### config.mk
export PLATFORM = sky130hd
export DESIGN_NAME = spimemio_cfg_sequencer_flat
export DESIGN_NICKNAME = d
export VERILOG_FILES = /design/src/rtl/spimemio_cfg_pkg.sv /design/src/rtl/spimemio_cfg_sequencer_if.sv /design/src/rtl/spimemio_cfg_clkgen.sv /design/src/rtl/spimemio_cfg_sequencer.sv /design/src/flat_wrapper.sv
export SDC_FILE = /design/constraint.sdc
export NUM_CORES = 1
export LEC_CHECK = 0
export ABC_AREA = 1
export BUFFER_PORTS_ARGS = -buffer_cell sky130_fd_sc_hd__buf_2
export CAP_MARGIN = 20
export CORE_MARGIN = 4
export CORE_UTILIZATION = 46
export CTS_CLUSTER_SIZE = 20
export DETAILED_ROUTE_END_ITERATION = 6
export PLACE_DENSITY = 0.76
export SYNTH_ARGS = -nofsm -noshare
export SYNTH_HDL_FRONTEND = slang
export SYNTH_HIERARCHICAL = 1
export SYNTH_SLANG_ARGS = --single-unit
### constraint.sdc
create_clock -name clk -period 1.8 [get_ports clk]
set_input_delay 0.18 -clock clk [delete_from_list [all_inputs] [get_ports clk]]
set_output_delay 0.18 -clock clk [all_outputs]
set_load 0.01 [all_outputs]
### src/rtl/spimemio_cfg_pkg.sv
`default_nettype none
// ============================================================================
// Module      : spimemio_cfg_pkg
// Description : Shared types and constants for the SPI flash configuration
//               port command sequencer.
// Revision    : 1.0 - initial release
// ============================================================================
package spimemio_cfg_pkg;

    // Sequencer states
    typedef enum logic [2:0] {
        IDLE     = 3'd0,
        CS_SETUP = 3'd1,
        SHIFT_LO = 3'd2,
        SHIFT_HI = 3'd3,
        CS_HOLD  = 3'd4,
        DONE     = 3'd5
    } state_e;

    // Bit positions inside the CPU configuration register
    localparam int CFG_CSB_BIT = 5;
    localparam int CFG_CLK_BIT = 4;
    localparam int CFG_DO_LSB  = 0;
    localparam int CFG_EN_BIT  = 31;

    localparam int MAX_PAYLOAD_BYTES = 4;
    localparam int OPCODE_BITS       = 8;
    localparam int SHIFT_W           = OPCODE_BITS * (1 + MAX_PAYLOAD_BYTES);

    // Total bits on the wire: opcode plus clamped payload, i.e. 8*(1+nbytes)
    function automatic logic [5:0] calc_nbits(input logic [2:0] nbytes);
        logic [2:0] nb;
        nb = (nbytes > 3'(MAX_PAYLOAD_BYTES)) ? 3'(MAX_PAYLOAD_BYTES) : nbytes;
        return {nb + 3'd1, 3'b000};
    endfunction

endpackage
`default_nettype wire

### src/rtl/spimemio_cfg_sequencer_if.sv
`default_nettype none
// ============================================================================
// Module      : spimemio_cfg_sequencer_if
// Description : Command/response, CPU config-write and flash pin bundle for
//               the configuration port sequencer.
// Revision    : 1.0 - initial release
// ============================================================================
interface spimemio_cfg_sequencer_if;
    logic        cmd_valid;
    logic        cmd_ready;
    logic [7:0]  cmd_opcode;
    logic [31:0] cmd_data;
    logic [2:0]  cmd_nbytes;
    logic        rsp_valid;
    logic [31:0] rsp_data;
    logic [3:0]  cpu_cfg_we;
    logic [31:0] cpu_cfg_di;
    logic        config_en;
    logic        config_csb;
    logic        config_clk;
    logic [3:0]  config_do;
    logic [3:0]  config_di;
    logic        busy;
    logic        lock_err;

    // Requester / flash side
    modport master (
        output cmd_valid, cmd_opcode, cmd_data, cmd_nbytes,
        output cpu_cfg_we, cpu_cfg_di, config_di,
        input  cmd_ready, rsp_valid, rsp_data,
        input  config_en, config_csb, config_clk, config_do, busy, lock_err
    );

    // Sequencer side
    modport slave (
        input  cmd_valid, cmd_opcode, cmd_data, cmd_nbytes,
        input  cpu_cfg_we, cpu_cfg_di, config_di,
        output cmd_ready, rsp_valid, rsp_data,
        output config_en, config_csb, config_clk, config_do, busy, lock_err
    );
endinterface
`default_nettype wire

### src/rtl/spimemio_cfg_clkgen.sv
`default_nettype none
// ============================================================================
// Module      : spimemio_cfg_clkgen
// Description : Half-period counter; phase_done_o marks the last clk cycle of
//               each CLK_DIV-cycle sequencer phase.
// Revision    : 1.0 - initial release
// ============================================================================
module spimemio_cfg_clkgen #(
    parameter int CLK_DIV = 2
) (
    input  wire  clk,
    input  wire  resetn,
    input  logic restart_i,
    output logic phase_done_o
);

    localparam logic [7:0] c_last_cnt = 8'(CLK_DIV - 1);

    logic [7:0] cnt_q;
    logic [7:0] cnt_d;

    // Restart from zero whenever the sequencer changes state
    always_comb begin
        cnt_d = restart_i ? 8'd0 : cnt_q + 8'd1;
    end

    // Counter register
    always_ff @(posedge clk or negedge resetn) begin
        if (!resetn) begin
            cnt_q <= 8'd0;
        end else begin
            cnt_q <= cnt_d;
        end
    end

    assign phase_done_o = (cnt_q == c_last_cnt);

endmodule
`default_nettype wire

### src/rtl/spimemio_cfg_sequencer.sv
`default_nettype none
// ============================================================================
// Module      : spimemio_cfg_sequencer
// Description : Autonomous single-bit SPI command shifter and arbiter for the
//               flash controller's bit-bang configuration port. CPU register
//               writes are locked out while a command is in flight.
//               Build option: SPIMEMIO_CFG_READBACK_EN enables MISO capture
//               into rsp_data; otherwise rsp_data is tied to zero.
// Revision    : 1.0 - initial release
// ============================================================================
module spimemio_cfg_sequencer
    import spimemio_cfg_pkg::*;
#(
    parameter int CLK_DIV = 2
) (
    input  wire                      clk,
    input  wire                      resetn,
    spimemio_cfg_sequencer_if.slave  bus
);

    state_e               state_q, state_d;
    logic [SHIFT_W-1:0]   shreg_q, shreg_d;
    logic [5:0]           nbits_q, nbits_d;
    logic [5:0]           bitidx_q, bitidx_d;
    logic                 cpu_mode_q, cpu_mode_d;
    logic                 sh_csb_q, sh_csb_d;
    logic                 sh_clk_q, sh_clk_d;
    logic [3:0]           sh_do_q, sh_do_d;

    // Registered outputs
    logic                 cmd_ready_q, cmd_ready_d;
    logic                 busy_q, busy_d;
    logic                 rsp_valid_q, rsp_valid_d;
    logic                 lock_err_q, lock_err_d;
    logic                 en_q, en_d;
    logic                 csb_q, csb_d;
    logic                 cclk_q, cclk_d;
    logic [3:0]           do_q, do_d;

    logic w_phase_done;
    logic w_accept;
    logic w_cpu_wr;
    logic w_wr_drop;
    logic w_shift_out;
    logic w_capture;
    logic w_unused_bits;

    spimemio_cfg_clkgen #(.CLK_DIV(CLK_DIV)) u_clkgen (
        .clk          (clk),
        .resetn       (resetn),
        .restart_i    (state_d != state_q),
        .phase_done_o (w_phase_done)
    );

    // cmd_ready_q already encodes IDLE && !cpu_mode for the current cycle
    assign w_accept  = bus.cmd_valid && cmd_ready_q;
    assign w_cpu_wr  = |bus.cpu_cfg_we;
    assign w_wr_drop = w_cpu_wr && ((state_q != IDLE) || w_accept);

    // Sequencer next state, shift register and bit counter
    always_comb begin
        state_d     = state_q;
        shreg_d     = shreg_q;
        nbits_d     = nbits_q;
        bitidx_d    = bitidx_q;
        w_shift_out = 1'b0;
        w_capture   = 1'b0;
        case (state_q)
            IDLE: begin
                if (w_accept) begin
                    state_d  = CS_SETUP;
                    shreg_d  = {bus.cmd_opcode, bus.cmd_data};
                    nbits_d  = calc_nbits(bus.cmd_nbytes);
                    bitidx_d = 6'd0;
                end
            end
            CS_SETUP: begin
                if (w_phase_done) begin
                    state_d     = SHIFT_LO;
                    w_shift_out = 1'b1;
                    shreg_d     = shreg_q << 1;
                end
            end
            SHIFT_LO: begin
                if (w_phase_done) begin
                    state_d = SHIFT_HI;
                end
            end
            SHIFT_HI: begin
                if (w_phase_done) begin
                    // Only bits after the opcode are response bits
                    w_capture = (bitidx_q >= 6'(OPCODE_BITS));
                    if (bitidx_q == nbits_q - 6'd1) begin
                        state_d = CS_HOLD;
                    end else begin
                        state_d     = SHIFT_LO;
                        w_shift_out = 1'b1;
                        shreg_d     = shreg_q << 1;
                        bitidx_d    = bitidx_q + 6'd1;
                    end
                end
            end
            CS_HOLD: begin
                if (w_phase_done) begin
                    state_d = DONE;
                end
            end
            DONE: begin
                state_d = IDLE;
            end
            default: begin
                state_d = IDLE;
            end
        endcase
    end

    // CPU register writes, applied only when a strobe is set and not locked out
    always_comb begin
        cpu_mode_d = cpu_mode_q;
        sh_csb_d   = sh_csb_q;
        sh_clk_d   = sh_clk_q;
        sh_do_d    = sh_do_q;
        if (w_cpu_wr && !w_wr_drop) begin
            if (bus.cpu_cfg_we[3]) begin
                cpu_mode_d = bus.cpu_cfg_di[CFG_EN_BIT];
            end
            if (bus.cpu_cfg_we[0]) begin
                sh_csb_d = bus.cpu_cfg_di[CFG_CSB_BIT];
                sh_clk_d = bus.cpu_cfg_di[CFG_CLK_BIT];
                sh_do_d  = bus.cpu_cfg_di[CFG_DO_LSB +: 4];
            end
        end
    end

    // Output values for the coming cycle, derived from next state
    always_comb begin
        busy_d      = (state_d != IDLE);
        cmd_ready_d = (state_d == IDLE) && !cpu_mode_d;
        rsp_valid_d = (state_d == DONE);
        lock_err_d  = w_wr_drop;
        en_d        = 1'b0;
        csb_d       = 1'b1;
        cclk_d      = 1'b0;
        do_d        = 4'b0000;
        if (state_d != IDLE) begin
            en_d   = 1'b1;
            csb_d  = (state_d == DONE);
            cclk_d = (state_d == SHIFT_HI);
            // MOSI only moves when a new SHIFT_LO phase begins
            do_d   = {3'b000, w_shift_out ? shreg_q[SHIFT_W-1] : do_q[0]};
        end else if (cpu_mode_d) begin
            en_d   = 1'b1;
            csb_d  = sh_csb_d;
            cclk_d = sh_clk_d;
            do_d   = sh_do_d;
        end
    end

    // State, datapath and output registers
    always_ff @(posedge clk or negedge resetn) begin
        if (!resetn) begin
            state_q     <= IDLE;
            shreg_q     <= '0;
            nbits_q     <= 6'd0;
            bitidx_q    <= 6'd0;
            cpu_mode_q  <= 1'b0;
            sh_csb_q    <= 1'b1;
            sh_clk_q    <= 1'b0;
            sh_do_q     <= 4'b0000;
            cmd_ready_q <= 1'b1;
            busy_q      <= 1'b0;
            rsp_valid_q <= 1'b0;
            lock_err_q  <= 1'b0;
            en_q        <= 1'b0;
            csb_q       <= 1'b1;
            cclk_q      <= 1'b0;
            do_q        <= 4'b0000;
        end else begin
            state_q     <= state_d;
            shreg_q     <= shreg_d;
            nbits_q     <= nbits_d;
            bitidx_q    <= bitidx_d;
            cpu_mode_q  <= cpu_mode_d;
            sh_csb_q    <= sh_csb_d;
            sh_clk_q    <= sh_clk_d;
            sh_do_q     <= sh_do_d;
            cmd_ready_q <= cmd_ready_d;
            busy_q      <= busy_d;
            rsp_valid_q <= rsp_valid_d;
            lock_err_q  <= lock_err_d;
            en_q        <= en_d;
            csb_q       <= csb_d;
            cclk_q      <= cclk_d;
            do_q        <= do_d;
        end
    end

`ifdef SPIMEMIO_CFG_READBACK_EN
    logic [31:0] cap_q, cap_d;

    // MISO capture: cleared per command, shifted in from the LSB
    always_comb begin
        cap_d = cap_q;
        if (w_accept) begin
            cap_d = 32'd0;
        end else if (w_capture) begin
            cap_d = {cap_q[30:0], bus.config_di[1]};
        end
    end

    // Capture register
    always_ff @(posedge clk or negedge resetn) begin
        if (!resetn) begin
            cap_q <= 32'd0;
        end else begin
            cap_q <= cap_d;
        end
    end

    assign bus.rsp_data = cap_q;
    assign w_unused_bits = ^{bus.cpu_cfg_we[2:1], bus.cpu_cfg_di[30:6],
                             bus.config_di[3:2], bus.config_di[0]};
`else
    assign bus.rsp_data = 32'd0;
    assign w_unused_bits = ^{bus.cpu_cfg_we[2:1], bus.cpu_cfg_di[30:6],
                             bus.config_di, w_capture};
`endif

    assign bus.cmd_ready  = cmd_ready_q;
    assign bus.busy       = busy_q;
    assign bus.rsp_valid  = rsp_valid_q;
    assign bus.lock_err   = lock_err_q;
    assign bus.config_en  = en_q;
    assign bus.config_csb = csb_q;
    assign bus.config_clk = cclk_q;
    assign bus.config_do  = do_q;

endmodule
`default_nettype wire

### src/flat_wrapper.sv
// flat-port wrapper written by rule: the top's interface ports become plain ports
module spimemio_cfg_sequencer_flat import spimemio_cfg_pkg::*;
#(
    parameter int CLK_DIV = 2
)
  (clk, resetn, bus_cmd_valid, bus_cmd_opcode, bus_cmd_data, bus_cmd_nbytes, bus_cpu_cfg_we, bus_cpu_cfg_di, bus_config_di, bus_cmd_ready, bus_rsp_valid, bus_rsp_data, bus_config_en, bus_config_csb, bus_config_clk, bus_config_do, bus_busy, bus_lock_err);
  spimemio_cfg_sequencer_if bus_i ();
  input  wire clk;
  input  wire resetn;
  input wire logic [$bits(bus_i.cmd_valid)-1:0] bus_cmd_valid;
  input wire logic [$bits(bus_i.cmd_opcode)-1:0] bus_cmd_opcode;
  input wire logic [$bits(bus_i.cmd_data)-1:0] bus_cmd_data;
  input wire logic [$bits(bus_i.cmd_nbytes)-1:0] bus_cmd_nbytes;
  input wire logic [$bits(bus_i.cpu_cfg_we)-1:0] bus_cpu_cfg_we;
  input wire logic [$bits(bus_i.cpu_cfg_di)-1:0] bus_cpu_cfg_di;
  input wire logic [$bits(bus_i.config_di)-1:0] bus_config_di;
  output wire logic [$bits(bus_i.cmd_ready)-1:0] bus_cmd_ready;
  output wire logic [$bits(bus_i.rsp_valid)-1:0] bus_rsp_valid;
  output wire logic [$bits(bus_i.rsp_data)-1:0] bus_rsp_data;
  output wire logic [$bits(bus_i.config_en)-1:0] bus_config_en;
  output wire logic [$bits(bus_i.config_csb)-1:0] bus_config_csb;
  output wire logic [$bits(bus_i.config_clk)-1:0] bus_config_clk;
  output wire logic [$bits(bus_i.config_do)-1:0] bus_config_do;
  output wire logic [$bits(bus_i.busy)-1:0] bus_busy;
  output wire logic [$bits(bus_i.lock_err)-1:0] bus_lock_err;
  assign bus_i.cmd_valid = bus_cmd_valid;
  assign bus_i.cmd_opcode = bus_cmd_opcode;
  assign bus_i.cmd_data = bus_cmd_data;
  assign bus_i.cmd_nbytes = bus_cmd_nbytes;
  assign bus_i.cpu_cfg_we = bus_cpu_cfg_we;
  assign bus_i.cpu_cfg_di = bus_cpu_cfg_di;
  assign bus_i.config_di = bus_config_di;
  assign bus_cmd_ready = bus_i.cmd_ready;
  assign bus_rsp_valid = bus_i.rsp_valid;
  assign bus_rsp_data = bus_i.rsp_data;
  assign bus_config_en = bus_i.config_en;
  assign bus_config_csb = bus_i.config_csb;
  assign bus_config_clk = bus_i.config_clk;
  assign bus_config_do = bus_i.config_do;
  assign bus_busy = bus_i.busy;
  assign bus_lock_err = bus_i.lock_err;
  spimemio_cfg_sequencer #(.CLK_DIV(CLK_DIV)) u_core (.clk(clk), .resetn(resetn), .bus(bus_i));
endmodule
==> results of run 1 <==
[power groups by stage]
stage          combinational [mW]  clock [mW]  sequential (mW)
3_5_place_dp                 3.54           0             2.89
6_report                     4.87        1.29             2.94
3_3_place_gp                 3.43           0             2.87
2_1_floorplan                2.60           0             2.87
4_1_cts                      3.60        1.30             2.86
5_1_grt                      5.36        1.40             3.01
[synthesized netlist by cell type, drive strengths merged, types with 2 or more instances]
| cell | count |
|---|---|
| dfrtp | 75 |
| buf | 42 |
| xor2 | 3 |
| nor2 | 35 |
| inv | 35 |
| nand3 | 14 |
| xnor2 | 2 |
| clkbuf | 7 |
| nor3 | 2 |
| o211ai | 3 |
| or2 | 36 |
| nand3b | 2 |
| o21ai | 87 |
| ha | 5 |
| nand2 | 122 |
| dfstp | 3 |
| a21oi | 8 |
[worst paths after layout]
path | slack [ns] | endpoint | startpoint
max | -0.14 | u_core/shreg_q[14]$_DFFE_PN0P_ | u_core/u_clkgen/cnt_q[1]$_DFF_PN0_
max in group asynchronous | 0.87 | u_core/bus.config_csb$_DFF_PN1_ | resetn
min | 0.03 | u_core/bus.lock_err$_DFF_PN0_ | bus_cpu_cfg_we[2]
min reg2reg | 0.48 | u_core/sh_do_q[2]$_DFF_PN0_ | u_core/sh_do_q[2]$_DFF_PN0_
min in group asynchronous | 0.33 | u_core/bus.config_en$_DFF_PN0_ | resetn
max reg2reg | -0.14 | u_core/shreg_q[14]$_DFFE_PN0P_ | u_core/u_clkgen/cnt_q[1]$_DFF_PN0_
[state kept, by name, indices dropped and copies added (netlist names)]
signal,count
u_core/u_clkgen/cnt_q,8
u_core/sh_clk_q,1
u_core/bus.config_do,4
u_core/bus.config_csb,1
u_core/bus.lock_err,1
u_core/bitidx_q,6
u_core/bus.rsp_valid,1
u_core/shreg_q,40
u_core/state_q,3
u_core/sh_csb_q,1
u_core/nbits_q,3
u_core/bus.config_en,1
u_core/bus.busy,1
u_core/bus.config_clk,1
u_core/bus.cmd_ready,1
u_core/cpu_mode_q,1
u_core/sh_do_q,4
[layout by cell type, fill, tap and decap left out, types with 2 or more instances in the layout]
cell type and n:
o21ai_0 47, buf_6 3, a21oi_2 2, buf_12 3
nor2_2 6, nor2_1 22, o21ai_2 8, dfrtp_1 75
xor2_1 3, clkinv_2 3, ha_4 2, clkinv_4 2
o21ai_1 32, clkbuf_16 4, nand3_1 11, nand2_2 17
nand2_4 7, o211ai_1 3, nand2_1 98, inv_2 10
ha_1 2, a21oi_1 6, dfstp_2 3, or2_2 36
conb_1 32, nor3_1 2, inv_1 25, nand3_2 3
clkbuf_8 9, nor2_4 7, buf_2 66, nand3b_1 2
buf_4 21
[layout make-up]
cell class / instances / area share [%]
Sequential cell: 78 / 38.7
Inverter: 35 / 2.60
Tap cell: 105 / 2.60
Multi-Input combinational cell: 356 / 38.6
Timing Repair Buffer: 98 / 13.7
Clock buffer: 10 / 2.53
Clock inverter: 6 / 1.24
[routing by layer]
| layer | GRT usage, % | share of wire (%) | vias up | routed length [um] |
|---|---|---|---|---|
| met4 | 5.45 | 1.0 | 0 | 90 |
| met5 | 0 | 0 | - | 0 |
| met1 | 19.9 | 42 | 1601 | 3770 |
| met3 | 3.07 | 5.9 | 8 | 526 |
| met2 | 26.6 | 51 | 112 | 4540 |
| li1 | - | - | 1678 | - |
[worst max-delay path, cell delays in order (launching register included)]
cell	delay (ns)
dfrtp_1	0.40
inv_2	0.09
ha_4	0.13
inv_2	0.04
nor4_4	0.25
inv_2	0.12
a211oi_4	0.25
nand2_4	0.18
clkbuf_16	0.23
nand2_1	0.07
o21ai_1	0.07
[timing repair]
| item | CTS | global route |
|---|---|---|
| gates resized for setup | 3 | 91 |
| hold buffers | 1 | 0 |
| setup buffers | 4 | 4 |
| endpoints found under the setup margin | 49 | 63 |
| hold endpoints to repair | 32 | 0 |
| pin swaps | 3 | 10 |
| gates cloned | 0 | 5 |
[logic make-up (layout without fill, tap and decap cells)]
group	Yosys count	count (layout)	synth area share, %
AO/OA/AOI/OAI	101	101	13.0
AND/OR/NAND/NOR	213	213	24.7
buffers and inverters	84	149	11.3
XOR/XNOR	5	5	1.08
other	1	32	0.0926
flip-flops	78	78	48.3
adder cells (fa/ha/maj)	5	5	1.54
[through the flow]
| step | TNS [ns] | area (um2) | util (%) |
|---|---|---|---|
| 2_1_floorplan | 0 | 4180 | - |
| 3_3_place_gp | -0.0173 | 4490 | 53.6 |
| 3_5_place_dp | -0.700 | 4490 | 53.6 |
| 4_1_cts | -0.00312 | 4720 | 56.3 |
| 5_1_grt | -9.58 | 5050 | 60.2 |
| 6_report | -4.76 | 5050 | 60.2 |
==> results_dict.tcl, run 1 <==
set metrics [dict create \
    status "finished, violations left" \
    violations "negative setup slack" \
    period_minus_slack_ns 1.94 \
    place_inst 658 \
    synth_area_per_cell_um2 8.32 \
    fmax_ghz 0.515 \
    peakVddDrop_v 0.000829 \
    netlist_instances 487 \
    ant_nets 0 \
    rows 33 \
    drt_first_iter_violations 157 \
    synth_top_area_share_pct 46.3 \
    start_kind "flip-flop" \
    portBuffers 67 \
    total_leakage_power_nw 2.51 \
    coreArea_um2 8380 \
    ff2ff_path_depth 10 \
    synth-async-reset-ratio_pct 100 \
    clock_sinks 78 \
    crit_arrival_ns 2.17 \
    grt_max_degree 46 \
    io_pins 129 \
    yosys.cell_types.count 31 \
    setup_ws_ns -0.143 \
    ys_seq_area_share_pct 48.3 \
    cts_root_buffer "clkbuf_8" \
    die_w_um 102 \
    clock_power_share_pct 14.2 \
    htree_levels 3 \
    finalPower_mw 9.09 \
    p_sw_share_pct 41.8 \
    firstDrtPassIters 5 \
    skew_ns 0.0112 \
    synth_edf_count 0 \
    hold_ws_ns 0.0344 \
    cp_max_fo 22 \
    dieHeight_um 102 \
    grt_util_all_layers_pct 15.6 \
    power.density_nw_per_um2 1800 \
    crit_path_end_kind "flip-flop" \
    fin_crit_sh_pct 108 \
    synth_area_um2 4050 \
    worstPathRequired_ns 2.03 \
    ys_ff_latch 78 \
    grt-ovfl-total 0 \
    cts_buffers 9 \
    drive_gt1_share_pct 37.2 \
    min_path_type "input pin to flip-flop" \
    start_util_pct 48.3 \
    syn2layout_area_growth_pct 24.7 \
    maxSlewViolCount 0 \
    avgRoutedWirePerCell_um 13.0 \
    grt_pass1_vias 3058 \
    drc 0 \
    drv_cap 0 \
    ys_top_cells_by_area "dfrtp_1, nand2_1, o21ai_0, buf_4, or2_2" \
    n_antenna_cell 0 \
    rsz0062_at_grt "true" \
    pwr-share-seq_pct 32.3 \
    netSwitchingPower_mw 3.80 \
    synth_ff_type "dfrtp_1" \
    synth.largest_area_cell "dfrtp_1" \
    cts_buffer_depth 2 \
    yosysWarnings 6 \
    pre_cts_ws_ns -0.0712 \
    fin_cells 688 \
    fillers 701 \
    power.internal_mw 5.29 \
    finalWirelength_um 8930 \
    seqCellArea_um2 1960 \
    multi_input_area_um2 1950 \
    hpwl_um 5530 \
    vias 3399 \
    die_area_um2 10400 \
    antenna_found_initial 0 \
    clk_pin_slew_ns 0.08 \
    grt_first_pass_wirelength_um 13200 \
    cts_tree "done" \
    criticalPathCategory "flip-flop to flip-flop" \
    clock_latency_ns 0.35 \
    via_per_inst 4.94 \
    setup_viol 56 \
    fin_nets 669 \
    min_path_cells 3 \
    finalHoldViolCount 0 \
    comb_power_share_pct 53.5 \
    gp_congestion 0.875 \
]
Power figures use the tool's default switching activity.
==> run 2: changes to the inputs <==
Settings changed: SETUP_SLACK_MARGIN from default to 0.2.
==> results_dict.tcl, run 2 (synthesis results as in run 1) <==
set metrics [dict create \
    setup_ws_ns -0.0681 \
    io_pins 129 \
    portBuffers 67 \
    criticalPathCategory "flip-flop to flip-flop" \
    min_path_type "input pin to flip-flop" \
    peakVddDrop_v 0.000937 \
    htree_levels 3 \
    crit_arrival_ns 2.11 \
    pre_cts_ws_ns -0.0334 \
    die_w_um 102 \
    mostFrequentLayoutCells "nand2_1, dfrtp_1, buf_2" \
    max_stage_delay_ns 0.39 \
    violations "negative setup slack" \
    fmax_ghz 0.535 \
    status "finished, violations left" \
    clock_latency_ns 0.35 \
    hpwl_um 6000 \
    finalWirelength_um 9030 \
    start_util_pct 48.3 \
    grt_max_degree 52 \
    finalHoldViolCount 0 \
    design_area_um2 4970 \
    slowest_stage "dfrtp_1" \
    antenna_found_initial 0 \
    clk_pin_slew_ns 0.07 \
    seqCellArea_um2 1960 \
    grt-ovfl-total 0 \
    n_antenna_cell 0 \
    placed_cell_area_um2 4500 \
    clock_sinks 78 \
    multi_input_area_um2 1910 \
    rows 33 \
    drt_first_iter_violations 130 \
    die_area_um2 10400 \
    grt_util_all_layers_pct 17.3 \
    crit_path_end_kind "flip-flop" \
    gp_congestion 0.888 \
    fin_crit_sh_pct 104 \
    dieHeight_um 102 \
    start_kind "flip-flop" \
    power.density_nw_per_um2 1780 \
    total_leakage_power_nw 2.46 \
    rsz0062_at_grt "true" \
    avgRoutedWirePerCell_um 13.1 \
    cp_top_family "simple AND/OR/NAND/NOR gates" \
    cts_tree "done" \
    cp_num_buf_inv 5 \
    drc 0 \
    worstPathRequired_ns 2.04 \
    drv_cap 0 \
    grt_pass1_vias 3320 \
    syn2layout_area_growth_pct 22.6 \
    drive_gt1_share_pct 36.8 \
    regMostFlops "u_core/shreg_q" \
    vias 3352 \
    ant_nets 0 \
    fin_nets 668 \
    fillers 740 \
    crit_chain "inv_1, ha_1, inv_1, nor4_4, buf_4, o211ai_1, nand2_1, inv_2, nor2_4, nand2_4, nor2_4, inv_2" \
    coreArea_um2 8380 \
    skew_ns 0.0109 \
    reg_top3 "u_core/shreg_q (40), u_core/u_clkgen/cnt_q (8), u_core/bitidx_q (6)" \
    cts_buffers 9 \
    cp_max_fo 6 \
    via_per_inst 4.88 \
    grt_first_pass_wirelength_um 14600 \
    cts_root_buffer "clkbuf_8" \
    largest_reg_flops 40 \
    maxSlewViolCount 0 \
    final_common_cell "nand2_1" \
    fin_util_pct 59.3 \
    period_minus_slack_ns 1.87 \
    cts_buffer_depth 2 \
    setup_viol 45 \
    firstDrtPassIters 4 \
]
-- run 2: cell count changes in the layout (fill, tap and decap cells not counted), sizes merged --
cell / before / now
clkinvlp: 0 / 1
clkbuf: 14 / 13
buf: 93 / 95
inv: 35 / 36
clkinv: 5 / 1
-- run 2: worst paths after layout --
check,start,to,slack [ns],depth (start not counted)
worst min-delay path,bus_cpu_cfg_we[2],u_core/bus.lock_err$_DFF_PN0_,0.04,3
worst max register to register,u_core/u_clkgen/cnt_q[1]$_DFF_PN0_,u_core/bus.config_en$_DFF_PN0_,-0.07,12
worst max-delay path,u_core/u_clkgen/cnt_q[1]$_DFF_PN0_,u_core/bus.config_en$_DFF_PN0_,-0.07,12
worst min register to register,u_core/shreg_q[21]$_DFFE_PN0P_,u_core/shreg_q[21]$_DFFE_PN0P_,0.49,2
min in group asynchronous,resetn,u_core/bitidx_q[2]$_DFFE_PN0P_,0.29,2
max in group asynchronous,resetn,u_core/bus.cmd_ready$_DFF_PN1_,0.88,3
-- run 2: timing repair --
action                                  in CTS  in global routing
endpoints found under the setup margin      63                 67
resized for setup                           31                 60
gates cloned                                 1                  2
pin swaps                                    5                  7
buffers inserted                             3                  4
hold buffers                                 1                  0
hold endpoints to repair                    27                  0
-- run 2: through the flow --
step           power [mW]  hold WS [ns]  TNS [ns]  cells
3_3_place_gp         6.33         0.124         0    660
2_1_floorplan        5.53        -0.116         0    518
4_1_cts              8.13        0.0311    -0.136    681
6_report             8.85        0.0419     -1.50    687
5_1_grt              9.60        0.0430     -9.94    687
3_5_place_dp         6.51         0.127    -0.113    660
-- run 2: per-layer routing --
metal	wire length, um	vias to the layer above	global-route usage (%)
met4	148	0	7.47
met3	469	12	2.59
met5	0	-	0
met2	4600	94	29.8
met1	3810	1574	21.9
li1	-	1672	-
-- run 2: final cells by class --
cell class              count  area share (%)
flip-flops and latches     78            39.4
multi-input cells         356            38.4
repair buffers             97            12.9
clock buffers              12            2.92
inverters                  35            2.64
well taps                 105            2.64
clock inverters             4            1.11
-- run 2: report_power, final --
group	internal, mW	switching [mW]
clock	0.688	0.646
combinational	1.92	2.67
sequential	2.53	0.383
total	5.15	3.70
-- run 2: tightest hold or removal path, cell delays in order --
cell	delay, ns
buf_2	0.08
o41ai_1	0.05
inv_1	0.04
==> run 3: changes to the inputs <==
Settings changed: CORE_MARGIN 4 to 1.5, PLACE_DENSITY 0.76 to default, PLACE_DENSITY_LB_ADDON from default to 0.3, RECOVER_POWER from default to 100.
==> results_dict.tcl, run 3 (synthesis results as in run 1) <==
set metrics [dict create \
    status "finished, violations left" \
    violations "negative setup slack" \
    worstPathRequired_ns 2.05 \
    via_per_inst 4.79 \
    antenna_found_initial 0 \
    regMostFlops "u_core/shreg_q" \
    power.internal_mw 4.83 \
    mostFrequentLayoutCells "nand2_1, dfrtp_1, o21ai_0" \
    start_kind "flip-flop" \
    clk_pin_slew_ns 0.09 \
    start_util_pct 46.9 \
    total_leakage_power_nw 2.41 \
    drc 0 \
    drive_gt1_share_pct 31.9 \
    min_path_cells 3 \
    crit_chain "nor2_2, nand2_2, nor4_4, buf_4, o211ai_1, nand2_1, inv_2, nor2_4, nand2_4, nor2_4, inv_2" \
    comb_power_share_pct 47.9 \
    clock_sinks 78 \
    cts_root_buffer "clkbuf_8" \
    placed_cell_area_um2 4530 \
    power.density_nw_per_um2 1680 \
    cts_buffers 9 \
    maxSlewHeadroom_pct 52.5 \
    cp_top_family "simple AND/OR/NAND/NOR gates" \
    grt-ovfl-total 0 \
    hp-start "bus_cpu_cfg_we[2]" \
    setup_ws_ns -0.0279 \
    grt_pass1_vias 3137 \
    ant_nets 0 \
    r2r_slack_ns -0.03 \
    rsz0062_at_grt "true" \
    hold_ws_ns 0.0364 \
    drv_cap 0 \
    cp_max_fo 6 \
    max_stage_delay_ns 0.40 \
    pwr-share-seq_pct 35.0 \
    clock_power_share_pct 17.1 \
    finalHoldViolCount 0 \
    critical_path_cell_count 11 \
    slowest_stage "dfrtp_1" \
    avgRoutedWirePerCell_um 11.9 \
    fmax_ghz 0.547 \
    largest_reg_flops 40 \
    finalWirelength_um 8230 \
    min_to "u_core/bus.lock_err$_DFF_PN0_" \
    firstDrtPassIters 4 \
    crit_path_end_kind "flip-flop" \
    netSwitchingPower_mw 3.37 \
    fillers 800 \
    skew_ns 0.0142 \
    criticalPathCategory "flip-flop to flip-flop" \
    clock_latency_ns 0.35 \
    io_pins 129 \
    syn2layout_area_growth_pct 20.2 \
    rows 34 \
    cp_num_buf_inv 3 \
    r2r_end "u_core/bus.config_en$_DFF_PN0_" \
    cts_buffer_depth 2 \
    maxSlewViolCount 0 \
    crit_arrival_ns 2.08 \
    p_sw_share_pct 41.1 \
    design_area_um2 4870 \
    setup_viol 4 \
    htree_levels 3 \
    tightestPinTransition_ns 0.712 \
    min_path_type "input pin to flip-flop" \
    r2r_start "u_core/u_clkgen/cnt_q[4]$_DFF_PN0_" \
    vias 3310 \
    grt_util_all_layers_pct 17.8 \
    period_minus_slack_ns 1.83 \
    setup_tns_ns -0.0603 \
    die_w_um 96.8 \
    n_antenna_cell 0 \
    fin_crit_sh_pct 102 \
    die_area_um2 9380 \
    final_common_cell "nand2_1" \
    reg_top3 "u_core/shreg_q (40), u_core/u_clkgen/cnt_q (8), u_core/bitidx_q (6)" \
    ff2ff_path_depth 11 \
    portBuffers 67 \
    fin_nets 669 \
    hpwl_um 5630 \
    grt_first_pass_wirelength_um 13700 \
    grt_max_degree 65 \
    dieHeight_um 96.8 \
    coreArea_um2 8640 \
    peakVddDrop_v 0.000880 \
    drt_first_iter_violations 122 \
    cts_tree "done" \
    gp_congestion 0.809 \
]
==> run 3: cell count changes in the layout (fill, tap and decap cells not counted), sizes merged <==
cell,before,now
buf,95,82
inv,36,37
clkbuf,13,26
==> run 3: through the flow <==
stage	total power [mW]	cells	setup WS, ns	util (%)
floorplan	5.53	518	0.114	-
global route	8.96	691	-0.157	56.4
global placement	6.32	667	0.00837	52.4
finish	8.20	691	-0.0279	56.4
detailed placement	6.46	667	-0.0107	52.4
CTS	8.06	687	-0.0183	55.6
==> run 3: final cells by class <==
| cell class | instances | area (um2) | share of cell area, % |
|---|---|---|---|
| Sequential cell | 78 | 1960 | 40.2 |
| Multi-Input combinational cell | 356 | 1850 | 38.1 |
| Timing Repair Buffer | 98 | 577 | 11.8 |
| Clock buffer | 11 | 151 | 3.11 |
| Tap cell | 108 | 135 | 2.78 |
| Inverter | 35 | 131 | 2.70 |
| Clock inverter | 5 | 63.8 | 1.31 |
==> run 3: power groups by stage <==
stage	registers [mW]	logic, mW	clock network (mW)
after global placement	2.86	3.45	0
after floorplan	2.87	2.66	0
after detailed placement	2.90	3.56	0
final	2.87	3.93	1.40
after CTS	2.87	3.73	1.45
after global routing	2.95	4.47	1.53
==> run 3: worst max-delay path by stage <==
stage	slack (ns)	start	to
finish	-0.03	u_core/u_clkgen/cnt_q[4]$_DFF_PN0_	u_core/bus.config_en$_DFF_PN0_
global route	-0.16	u_core/u_clkgen/cnt_q[2]$_DFF_PN0_	u_core/shreg_q[25]$_DFFE_PN0P_
CTS	-0.02	u_core/u_clkgen/cnt_q[4]$_DFF_PN0_	u_core/bus.config_do[0]$_DFFE_PN0P_
detailed placement	-0.01	u_core/u_clkgen/cnt_q[6]$_DFF_PN0_	u_core/bus.config_en$_DFF_PN0_
global placement	0.008	u_core/u_clkgen/cnt_q[6]$_DFF_PN0_	u_core/bus.config_en$_DFF_PN0_
floorplan	0.11	u_core/u_clkgen/cnt_q[2]$_DFF_PN0_	u_core/bus.config_en$_DFF_PN0_
==> run 3: routing by layer <==
| layer | wire length [um] | global-route usage, % |
|---|---|---|
| met1 | 3690 | 22.3 |
| met2 | 4010 | 29.9 |
| met3 | 450 | 4.77 |
| met4 | 85 | 6.02 |
| met5 | 0 | 0 |
==> run 3: tightest hold or removal path: cells and delay by family <==
family                 cells  cell delay [ns]
AOI/OAI and AO/OA          1             0.05
buffers and inverters      2             0.11
==> run 3: timing repair <==
action | 4_1_cts | 5_1_grt
endpoints found under the setup margin | 65 | 67
hold endpoints to repair | 26 | 0
cloned | 1 | 0
resized for setup | 21 | 26
setup buffers | 2 | 4
pin swaps | 12 | 6
hold buffers | 1 | 0
